$ cat config.mk
export PLATFORM = sky130hd
export DESIGN_NAME = sad_accum_min
export DESIGN_NICKNAME = d
export VERILOG_FILES = /design/src/rtl/sad_accum_min.sv
export SDC_FILE = /design/constraint.sdc
export NUM_CORES = 1
export LEC_CHECK = 0
export BUFFER_PORTS_ARGS = -buffer_cell sky130_fd_sc_hd__buf_2
export CAP_MARGIN = 20
export CORE_UTILIZATION = 60
export DETAILED_ROUTE_END_ITERATION = 7
export MAX_ROUTING_LAYER = met4
export PLACE_DENSITY = 0.84
export SLEW_MARGIN = 10
export SYNTH_ARGS = -nofsm -noshare
export SYNTH_HDL_FRONTEND = slang
export SYNTH_SLANG_ARGS = --single-unit
$ cat constraint.sdc
create_clock -name clk -period 16 [get_ports clk]
set_input_delay 2.4 -clock clk [delete_from_list [all_inputs] [get_ports clk]]
set_output_delay 2.4 -clock clk [all_outputs]
set_load 0.005 [all_outputs]
$ cat src/rtl/sad_accum_min.sv
// sad_accum_min: accumulates per-candidate SAD over ROWS beats of LANES abs-diff values and
// tracks the minimum across a search. Define SAD_TIE_LATEST_EN to let the latest equal SAD win.
module sad_accum_min #(
    parameter int PIXEL  = 8,
    parameter int LANES  = 8,
    parameter int ROWS   = 8,
    parameter int CAND_W = 10,
    localparam int SW    = PIXEL + $clog2(LANES * ROWS)
) (
    input  logic                     clk,
    input  logic                     rst,
    input  logic                     start,
    input  logic [CAND_W-1:0]        num_cand,
    input  logic                     abs_valid,
    input  logic [LANES*PIXEL-1:0]   abs_in,
    output logic                     busy,
    output logic                     cand_valid,
    output logic [SW-1:0]            cand_sad,
    output logic                     done,
    output logic [SW-1:0]            best_sad,
    output logic [CAND_W-1:0]        best_idx
);

    localparam int RW = (ROWS > 1) ? $clog2(ROWS) : 1;

    typedef enum logic [1:0] {
        IDLE,
        ACCUM,
        DONE
    } state_t;

    state_t            state;
    state_t            state_next;
    logic [CAND_W-1:0] num_q;
    logic [CAND_W-1:0] cand_cnt;
    logic [RW-1:0]     row_cnt;
    logic [SW-1:0]     acc;
    logic [SW-1:0]     rowsum;
    logic [SW-1:0]     sad_next;
    logic              beat;
    logic              last_row;
    logic              last_cand;
    logic              better;

    always_comb begin
        rowsum = '0;
        for (int unsigned i = 0; i < LANES; i++) begin
            rowsum = rowsum + SW'(abs_in[i*PIXEL +: PIXEL]);
        end
    end

    // start has priority over a coincident beat, so an aborted search never absorbs it
    assign beat      = (state == ACCUM) && abs_valid && !start;
    assign last_row  = (row_cnt == RW'(ROWS - 1));
    assign last_cand = (cand_cnt == (num_q - CAND_W'(1)));
    assign sad_next  = acc + rowsum;

`ifdef SAD_TIE_LATEST_EN
    assign better = (sad_next <= best_sad);
`else
    assign better = (sad_next < best_sad);
`endif

    always_ff @(posedge clk or posedge rst) begin
        if (rst) begin
            state <= IDLE;
        end else begin
            state <= state_next;
        end
    end

    always_comb begin
        state_next = state;
        busy       = (state == ACCUM);
        done       = (state == DONE);
        if (start) begin
            state_next = (num_cand == '0) ? DONE : ACCUM;
        end else begin
            case (state)
                ACCUM:   if (beat && last_row && last_cand) state_next = DONE;
                DONE:    state_next = IDLE;
                default: state_next = state;
            endcase
        end
    end

    always_ff @(posedge clk or posedge rst) begin
        if (rst) begin
            num_q      <= '0;
            cand_cnt   <= '0;
            row_cnt    <= '0;
            acc        <= '0;
            cand_sad   <= '0;
            cand_valid <= 1'b0;
            best_sad   <= '1;
            best_idx   <= '0;
        end else begin
            cand_valid <= 1'b0;
            if (start) begin
                num_q    <= num_cand;
                cand_cnt <= '0;
                row_cnt  <= '0;
                acc      <= '0;
                best_sad <= '1;
                best_idx <= '0;
            end else if (beat) begin
                if (last_row) begin
                    cand_sad   <= sad_next;
                    cand_valid <= 1'b1;
                    acc        <= '0;
                    row_cnt    <= '0;
                    cand_cnt   <= cand_cnt + CAND_W'(1);
                    if (better) begin
                        best_sad <= sad_next;
                        best_idx <= cand_cnt;
                    end
                end else begin
                    acc     <= sad_next;
                    row_cnt <= row_cnt + RW'(1);
                end
            end
        end
    end

endmodule

### After elaboration in Yosys (flattened, before gate mapping)

Index checks and enable logic that the tools add are counted.

| storage, ports and cells | value |
|---|---|
| bits in registers | 78 |
| bits of input ports | 78 |
| output and inout bits | 41 |
| logic and storage cells | 65 |

| cells by class | value |
|---|---|
| add/subtract/negate cells | 11 |
| order comparisons | 1 |
| equal/unequal tests | 5 |
| multiplexer cells | 24 |
| bitwise operators | 1 |
| reductions and logical operators | 14 |

Operators by type and width:

| cell | number |
|---|---|
| 14-bit two-way mux | 7 |
| 10-bit two-way mux | 7 |
| 13-bit by 8-bit adder with 14-bit output | 1 |
| 14-bit adder | 1 |
| 14-bit by 8-bit adder with 14-bit output | 1 |
| 14-bit less-than comparator | 1 |
| 12-bit by 8-bit adder with 13-bit output | 1 |
| 11-bit by 8-bit adder with 12-bit output | 1 |
| 10-bit by 8-bit adder with 11-bit output | 1 |
| 10-bit by 1-bit adder with 10-bit output (second input constant) | 1 |
| 9-bit by 8-bit adder with 10-bit output | 1 |
| 10-bit == test | 1 |
| 10-bit logical NOT | 1 |
| 10-bit by 1-bit subtractor with 10-bit output (second input constant) | 1 |
| 8-bit by 8-bit adder with 9-bit output | 1 |
| 3-bit two-way mux | 3 |
| 2-bit two-way mux | 3 |
| 3-bit AND reduction | 2 |
| 2-bit nonzero test | 3 |
| 1-bit logical AND | 4 |
| 2-bit one-hot mux with 2 select lines | 1 |
| 2-bit AND reduction | 2 |
| 3-bit by 1-bit adder with 3-bit output (second input constant) | 1 |
| 3-bit == test (second input constant) | 1 |
| other kinds (7) | 9 |

### Longest topological paths before layout

Gate-level depths: netlist of run 1.

| logic depth | value |
|---|---|
| depth after elaboration | 13 |
| gate-level depth with buffers | 24 |
| mapped depth without buffers | 23 |

### Least setup slack after synthesis of run 1

Ideal clock, no wire load.

| timing path | value |
|---|---|
| kind | in2reg |
| start point | input port abs_in[3] |
| end point | register best_idx[2] |
| library setup time | 0.121 ns |
| arrival | 7.241 ns |
| data required time | 15.879 ns |
| setup slack | 8.638 ns |
| cell stages on the path | 22 |
| buffers on the path | 1 |
| cell sequence | inv_1 > fa_1 > inv_1 > fa_1 > fa_1 > inv_1 > fa_1 > inv_1 > ha_1 > a211oi_1 > o211ai_1 > a31o_1 > a21oi_1 > xnor2_1 > ha_1 > nand4_1 > and3_1 > o221ai_1 > a21oi_1 > nor2_1 > buf_2 > a22o_1 |

| on the way | value |
|---|---|
| cells in the longest elaborated chain, start to end | 11 |

Ends and longest elaborated chain:

| item | RTL line | source |
|---|---|---|
| start, declared | 15 | `input logic [LANES*PIXEL-1:0] abs_in,` |
| 8-bit by 8-bit adder with 9-bit output | 48 | `rowsum = rowsum + SW'(abs_in[i*PIXEL +: PIXEL]);` |
| 9-bit by 8-bit adder with 10-bit output | 48 |  |
| 10-bit by 8-bit adder with 11-bit output | 48 |  |
| 11-bit by 8-bit adder with 12-bit output | 48 |  |
| 12-bit by 8-bit adder with 13-bit output | 48 |  |
| 13-bit by 8-bit adder with 14-bit output | 48 |  |
| 14-bit by 8-bit adder with 14-bit output | 48 |  |
| 14-bit adder | 56 | `assign sad_next = acc + rowsum;` |
| named net sad_next[11] | 39 | `logic [SW-1:0] sad_next;` |
| 14-bit less-than comparator | 61 | `assign better = (sad_next < best_sad);` |
| 2-bit nonzero test (no source line) | n/a |  |
| 3-bit AND reduction (no source line) | n/a |  |
| end signal, assigned | 115 | `best_idx <= cand_cnt;` |
| end, declared | 21 | `output logic [CAND_W-1:0] best_idx` |

The timed path passes the listed nets, and every way through them passes these cells.
A chain may end at the register's enable or synchronous reset.

### Final worst setup path of run 1

| timing path | value |
|---|---|
| start point | input port abs_in[3] |
| end point | register best_idx[6] |

The elaborated chain is that of the path after synthesis.

==> results of run 1 <==
## worst max-delay path: cells and delay by family
kind | cells | cell delay [ns]
AO/OA/AOI/OAI | 7 | 1.63
XOR/XNOR | 1 | 0.23
adder cells (fa/ha/maj) | 6 | 2.78
buffers and inverters | 5 | 0.29
AND/OR/NAND/NOR | 3 | 0.94
## cell usage in the layout, fill, tap and decap left out, types with 2 or more instances in the layout
master	synthesis	final
a21o_1	5	5
a21oi_1	19	19
a22o_1	24	24
a22oi_1	2	2
a2bb2oi_1	13	13
and3_1	5	5
buf_2	6	118
buf_4	0	4
bufinv_16	0	2
clkbuf_8	0	10
dfrtp_1	64	64
dfstp_2	14	14
fa_1	55	55
ha_1	34	34
inv_1	108	107
inv_6	0	2
mux2_1	13	13
mux2_2	9	9
nand2_1	19	19
nand2b_1	5	5
nand3_1	10	10
nand4_1	7	7
nor2_1	22	22
nor2b_1	4	4
nor3_1	6	5
nor4_1	4	4
o211ai_1	4	4
o21a_1	3	3
o21ai_0	5	5
o21ai_1	8	8
xnor2_1	15	15
xor2_1	14	14
## worst paths after layout
path                              from     endpoint  slack [ns]  cells past startpoint
setup / recovery             abs_in[3]  best_idx[6]        8.00                     22
hold / removal             cand_sad[1]  cand_sad[1]        0.48                      1
setup reg to reg                acc[2]  best_idx[6]        9.92                     20
hold reg to reg            cand_sad[1]  cand_sad[1]        0.48                      1
max in group asynchronous          rst       acc[8]       13.08                      3
min in group asynchronous          rst   cand_valid        2.32                      3
## cell type report
type	count	share of cell area [%]
multi-input combinational	325	48.6
clock buffer	10	2.10
clock inverter	6	1.40
inverter	108	6.20
timing repair buffer	122	9.49
sequential	78	30.1
tap	108	2.07
## kinds of logic (layout without fill, tap and decap cells)
logic type,after synthesis,after routing,synth area share (%)
XOR/XNOR,29,29,4.53
adder cells (fa/ha/maj),89,89,27.2
AND/OR/NAND/NOR,92,92,8.44
AO/OA/AOI/OAI,93,93,12.0
flip-flops,78,78,35.1
multiplexers,22,22,4.42
buffers and inverters,121,246,8.23
## power groups by stage
stage / clock network, mW / registers [mW] / logic, mW
floorplan: 0 / 0.244 / 0.728
global placement: 0 / 0.246 / 0.913
detailed placement: 0 / 0.247 / 0.955
CTS: 0.170 / 0.243 / 0.972
global route: 0.179 / 0.245 / 1.11
finish: 0.168 / 0.243 / 0.977
## state kept, by name (all words and copies together), names as in the netlist
signal and cells:
acc 14, best_sad 14, cand_sad 14, best_idx 10
cand_cnt 10, num_q 10, row_cnt 3, state 2
cand_valid 1
## per-layer routing
metal / GRT usage (%) / routed length [microns]
met2: 46.7 / 5860
met4: 7.69 / 253
met1: 35.9 / 4980
met3: 3.76 / 542
met5: - / 0
## metrics by stage
step | worst slack (ns) | cells | hold slack [ns]
2_1_floorplan | 8.64 | 524 | 0.457
3_3_place_gp | 7.92 | 741 | 0.459
3_5_place_dp | 7.66 | 741 | 0.473
4_1_cts | 8.01 | 757 | 0.491
5_1_grt | 7.58 | 757 | 0.514
6_report | 8.00 | 757 | 0.483
==> run summary, run 1 <==
* sw power: 655 uW
* cell type contributing the most total cell area after synthesis: dfrtp_1
* leading cell types by count after synthesis: 108 x inv_1, 64 x dfrtp_1, 55 x fa_1
* peak clock frequency supported by timing: 125 MHz
* DRT Wirelength: 11600 microns
* final period utilization: 50.0%
* top-count cell post-synth: inv_1
* half-perimeter wire length after placement: 9240 microns
* fraction of final layout cells with drive strength greater than 1: 25.3%
* post-route ant nets: 0
* number of unique standard cell types used by synthesis: 50
* proportion of synthesized chip area in sequential cells: 35.1%
* max capacitance violation total: 0
* Netlist Area Pre-Place: 0.00561 sq mm
* top cells by area in the synthesized netlist: dfrtp_1 29%, fa_1 20%, ha_1 7.6%, inv_1 7.2%, dfstp_2 6.6%
* number of enable-type register cells in the synthesized netlist: 0
* Hold/Removal Path Class: reg2reg
* Overall Power: 1.39 mW
* remaining design rule violation count: 0
* run status: complete, no violations
* Chip Height: 98.7 microns
* Syn Nets: 691
* footprint of the flip-flops and latches: 0.00197 sq mm
* final core occ: 73.6%
* synth warn: 0
* core footprint: 0.00889 sq mm
* clock latency at the later pin of the worst-skew pair: 0.35 ns
* relative contribution of the clock network to total power: 12.1%
* via/cell ratio: 5.59
* TritonCTS sink count: 78
* initial antenna violation count: 0
* count of final hold-check violations: 0
* Total Negative Setup Slacks: 0 ns
* FP Rows: 34
* capturing element type of the critical path: flop
* global route overflow: 0
* pin count of the biggest net entering global routing: 79
* Layout area overhead: 16.6%
* stage delay of the slowest cell on the critical path: 0.70 ns
* post-CTS setup buffer count: 0
* vias in the first global route: 4365
* cell area after placement: 0.00631 sq mm
* Final Slew Violations: 0
* P_int: 734 uW
* number of primary I/O pins: 119
* Async SR Flop Fraction: 100%
* Sw Share: 47.1%
* Startpoint Class: input port
* fin crit period: 8.00 ns
* GPL Wtd Cong: 0.952
* Setup CP Type: in2reg
* Horiz. Die Dim: 98.7 microns
* Resize count post-CTS: 0
* post-synth top area share: 28.6%
* number of instances in the synthesized netlist: 524
* required arrival time at the worst endpoint: 16.28 ns
* Initial Utilization: 63.1%
* total leakage power: 3.54 nW
* global-route wire length before repair: 20600 microns
* clock edge transition at the registers on the reported setup and hold paths: 0.08 ns
* Crit-path slowest cell: nor2b_1
* average cell area after synthesis: 10.7 sq um
* total track usage: 27.8%
* Filler Cells Inserted: 601
* setup repair after global routing missed its margin: false
* buffer depth of the longest clock path: 2
* number of nets in the finished design: 811
* Max Fanout on Critical Path: 11
* DRT Pass-1 Iters: 4
* via count: 4228
* IO buf count: 118
* pin slew with the least headroom to its limit: 1.05 ns
* critical-path cell list: buf_2, inv_1, fa_1, inv_1, fa_1, fa_1, inv_1, fa_1, inv_1, ha_1, a211oi_1, o211ai_1, a31o_1, a21oi_1, xnor2_1, ha_1, nand4_1, and3_1, o221ai_1, a21oi_1, nor2b_1, a22o_1
* fraction of power consumed by sequential logic: 17.5%
* TritonCTS Buffers: 9
* final design area excluding fillers: 0.00654 sq mm
* power per cell area: 212 mW/mm^2
* power share of the combinational group: 70.4%
* area of the multi-input gates: 0.00318 sq mm
* Avg WL per Cell: 15.4 microns
* Iteration-0 DRC Markers: 237
* #FFs+latches synth: 78
* maximum level of the CTS H-tree: 3
* worst setup skew after layout: 0.00476 ns
* CTS tree: yes
* final antenna diode count: 0
* relative slew slack: 29.8%
* root buf cell: clkbuf_8
* Hold-fix buffers, CTS: 0
* IR drop worst, VDD: 0.000222 V
* final setup vio count: 0
* Die Outline Area: 0.00973 sq mm
* Arr. time, crit path: 8.29 ns
* top flip-flop cell by instance count after synthesis: dfrtp_1
Note: power is estimated with default switching activity, not from simulation.
==> run 2, diff against run 1 <==
Settings changed: ABC_AREA set to 1, CORE_UTILIZATION 60 to 56, PLACE_DENSITY 0.84 to 0.78.
Clock period 16 ns to 7.9 ns, I/O delays scaled along.
==> run summary, run 2 <==
* run status: complete, no violations, unchanged
* final setup vio count: 0, unchanged
* cell type contributing the most total cell area after synthesis: dfrtp_1, unchanged
* Netlist Area Pre-Place: 0.00591 sq mm, was 0.00561 sq mm
* critical path depth: 23, was 22
* required arrival time at the worst endpoint: 8.19 ns, was 16.28 ns
* Die Outline Area: 0.0110 sq mm, was 0.00973 sq mm
* share of cell area taken by muxes after synthesis: 0%, was 4.42%
* DRT Pass-1 Iters: 5, was 4
* vias in the first global route: 4965, was 4365
* most common cell after layout, fill and taps aside: nand2_1, was buf_2
* top flip-flop cell by instance count after synthesis: dfrtp_1, unchanged
* endpoint of the worst-slack reg-to-reg timing path: best_sad[2], was best_idx[6]
* IR drop worst, VDD: 0.000317 V, was 0.000222 V
* Final Non-Filler Cells: 972, was 757
* Max Fanout on Critical Path: 16, was 11
* DRT Wirelength: 12900 microns, was 11600 microns
* leading cell types in the layout, fill and taps excluded: 184 x nand2_1, 147 x inv_1, 118 x buf_2, 64 x dfrtp_1, 55 x fa_1, was 118 x buf_2, 107 x inv_1, 64 x dfrtp_1, 55 x fa_1, 34 x ha_1
* Sw Share: 51.9%, was 47.1%
* leading cell types by count after synthesis: 184 x nand2_1, 148 x inv_1, 64 x dfrtp_1, was 108 x inv_1, 64 x dfrtp_1, 55 x fa_1
* pin count of the biggest net entering global routing: 79, unchanged
* core footprint: 0.0103 sq mm, was 0.00889 sq mm
* worst hold slack across all endpoints: 0.468 ns, was 0.483 ns
* Cell Count Post-Placement: 956, was 741
* number of instances in the synthesized netlist: 711, was 524
* via/cell ratio: 5.09, was 5.59
* buffer depth of the longest clock path: 2, unchanged
* relative slew slack: 36.0%, was 29.8%
* GPL Wtd Cong: 0.952, about the same
* Top Family by Delay on Critical Path: adder cells, unchanged
* fraction of final layout cells with drive strength greater than 1: 19.7%, was 25.3%
* sw power: 1.46 mW, was 655 uW
* Avg WL per Cell: 13.3 microns, was 15.4 microns
* setup repair after global routing missed its margin: false, unchanged
* global-route wire length before repair: 22800 microns, was 20600 microns
* Async SR Flop Fraction: 100%, unchanged
* via count: 4947, was 4228
* fin crit period: 6.17 ns
* number of primary I/O pins: 119, unchanged
* Horiz. Die Dim: 105 microns, was 98.7 microns
* Overall Power: 2.81 mW, was 1.39 mW
* internal reg-to-reg setup slack: 2.37 ns, was 9.92 ns
* max capacitance violation total: 0, unchanged
* total leakage power: 3.88 nW, was 3.54 nW
* Initial Utilization: 57.5%, was 63.1%
* number of nets in the finished design: 998, was 811
* top-count cell post-synth: nand2_1, was inv_1
* CTS tree: yes, unchanged
* synth warn: 0, unchanged
* Total Negative Setup Slacks: 0 ns, unchanged
* Layout area overhead: 15.3%, was 16.6%
* adder-cell share of the synthesized area: 25.8%, was 27.2%
* post-CTS setup buffer count: 0, unchanged
* Chip Height: 105 microns, was 98.7 microns
* critical-path cell list: buf_2, fa_1, inv_1, fa_1, fa_1, fa_1, inv_1, ha_1, inv_1, fa_1, inv_1, nand3_1, nand2_1, nand2_1, nand2_1, xor2_1, ha_1, a21oi_1, o21ai_0, a21oi_4, a21oi_4, nand2_1, nand2_1, was buf_2, inv_1, fa_1, inv_1, fa_1, fa_1, inv_1, fa_1, inv_1, ha_1, a211oi_1, o211ai_1, a31o_1, a21oi_1, xnor2_1, ha_1, nand4_1, and3_1, o221ai_1, a21oi_1, nor2b_1, a22o_1
* Crit-path slowest cell: fa_1, was nor2b_1
* largest registers in the final layout: acc: 14 flops, best_sad: 14 flops, cand_sad: 14 flops, unchanged
* remaining design rule violation count: 0, unchanged
* clock latency at the later pin of the worst-skew pair: 0.35 ns, about the same
* top cells by area in the synthesized netlist: dfrtp_1 27%, fa_1 19%, nand2_1 12%, inv_1 9.4%, ha_1 7.2%, was dfrtp_1 29%, fa_1 20%, ha_1 7.6%, inv_1 7.2%, dfstp_2 6.6%
* half-perimeter wire length after placement: 10500 microns, was 9240 microns
* share of synthesized cell area in and, or, nand and nor gates: 20.9%, was 8.44%
* Iteration-0 DRC Markers: 201, was 237
* initial antenna violation count: 0, unchanged
* Register-to-Register Path Depth: 22, was 20
* proportion of synthesized chip area in sequential cells: 33.3%, was 35.1%
* total track usage: 26.8%, was 27.8%
* fraction of power consumed by sequential logic: 18.3%, was 17.5%
* relative contribution of the clock network to total power: 10.2%, was 12.1%
* #FFs+latches synth: 78, unchanged
* Syn Nets: 878, was 691
* Hold-fix buffers, CTS: 0, unchanged
* IO buf count: 118, unchanged
* share of the synthesized netlist area taken by xor and xnor gates: 1.48%, was 4.53%
* Crit path buffers/inverters: 5, unchanged
* Setup CP Type: in2reg, unchanged
* number of unique standard cell types used by synthesis: 39, was 50
* root buf cell: clkbuf_8, unchanged
* power per cell area: 412 mW/mm^2, was 212 mW/mm^2
* Arr. time, crit path: 6.47 ns, was 8.29 ns
* last element of the critical path: best_sad[2], was best_idx[6]
* TritonCTS Buffers: 9, unchanged
* final antenna diode count: 0, unchanged
* Resize count post-CTS: 0, unchanged
* peak clock frequency supported by timing: 162 MHz
* pin slew with the least headroom to its limit: 0.960 ns, was 1.05 ns
* Startpoint Class: input port, unchanged
* stage delay of the slowest cell on the critical path: 0.52 ns, was 0.70 ns
* final period utilization: 78.1%
* count of final hold-check violations: 0, unchanged
* worst setup skew after layout: 0.0124 ns, was 0.00476 ns
* number of enable-type register cells in the synthesized netlist: 0, unchanged
* post-route ant nets: 0, unchanged
* average cell area after synthesis: 8.31 sq um, was 10.7 sq um
* worst r2r src: acc[2], unchanged
* capturing element type of the critical path: flop, unchanged
* maximum level of the CTS H-tree: 3, unchanged
* FP Rows: 37, was 34
* Final Slew Violations: 0, unchanged
* clock edge transition at the registers on the reported setup and hold paths: 0.08 ns, about the same
* TritonCTS sink count: 78, unchanged
* Hold/Removal Path Class: reg2reg, unchanged
* startpoint of the worst setup timing path: abs_in[2], was abs_in[3]
* global route overflow: 0, unchanged
* dominant combinational cell family by area after synthesis: adder cells, unchanged
* P_int: 1.35 mW, was 734 uW
* complex-gate fraction of the synthesized area: 8.02%, was 12.0%
* power share of the combinational group: 71.5%, was 70.4%
* post-synth top area share: 27.1%, was 28.6%
## run 2: logic make-up (layout without fill, tap and decap cells)
group | after synthesis | count (layout)
AO/OA/AOI/OAI | 78 | 78
flip-flops | 78 | 78
XOR/XNOR | 10 | 10
adder cells (fa/ha/maj) | 89 | 89
buffers and inverters | 162 | 287
AND/OR/NAND/NOR | 294 | 294
## run 2: final cells by class
cell class	count	area (sq um)
Clock buffer	11	131
Timing Repair Buffer	119	598
Fill cell	869	3460
Inverter	152	571
Sequential cell	78	1970
Tap cell	136	170
Clock inverter	5	52.6
Multi-Input combinational cell	471	3320
## run 2: through the flow
step | area, sq um | util, % | setup WS (ns)
final | 6810 | 66.3 | 1.73
after floorplan | 5910 | - | 2.17
after detailed placement | 6630 | 64.5 | 1.43
after global placement | 6630 | 64.5 | 1.50
after global routing | 6810 | 66.3 | 1.51
after CTS | 6810 | 66.3 | 1.77
## run 2: worst min path at each step
stage                      from           to  cells past startpoint
CTS                 best_idx[0]  best_idx[0]                      2
global placement    best_idx[5]  best_idx[5]                      2
floorplan               acc[11]      acc[11]                      2
detailed placement  best_idx[0]  best_idx[0]                      2
global route        best_idx[8]  best_idx[8]                      2
finish              best_idx[0]  best_idx[0]                      2
## run 2: metal layers
layer  track usage (%)  vias to the layer above  routed length [microns]
li1                  -                     2431                        -
met1              35.0                     2370                     5730
met2              43.8                      125                     6310
met3              4.43                       21                      661
met4              6.64                        0                      245
met5                 -                        -                        0
## run 2: power groups by stage
stage / Sequential, mW / Clock (mW) / Combinational, mW
after floorplan: 0.511 / 0 / 1.49
after global placement: 0.518 / 0 / 1.92
after detailed placement: 0.521 / 0 / 2.00
after CTS: 0.513 / 0.296 / 2.02
after global routing: 0.518 / 0.311 / 2.31
final: 0.513 / 0.286 / 2.01
## run 2: worst min-delay path, delay by kind of cell (launching register included)
family	cells	cell delay, ns
DFF	1	0.34
and+or+nand+nor	2	0.09
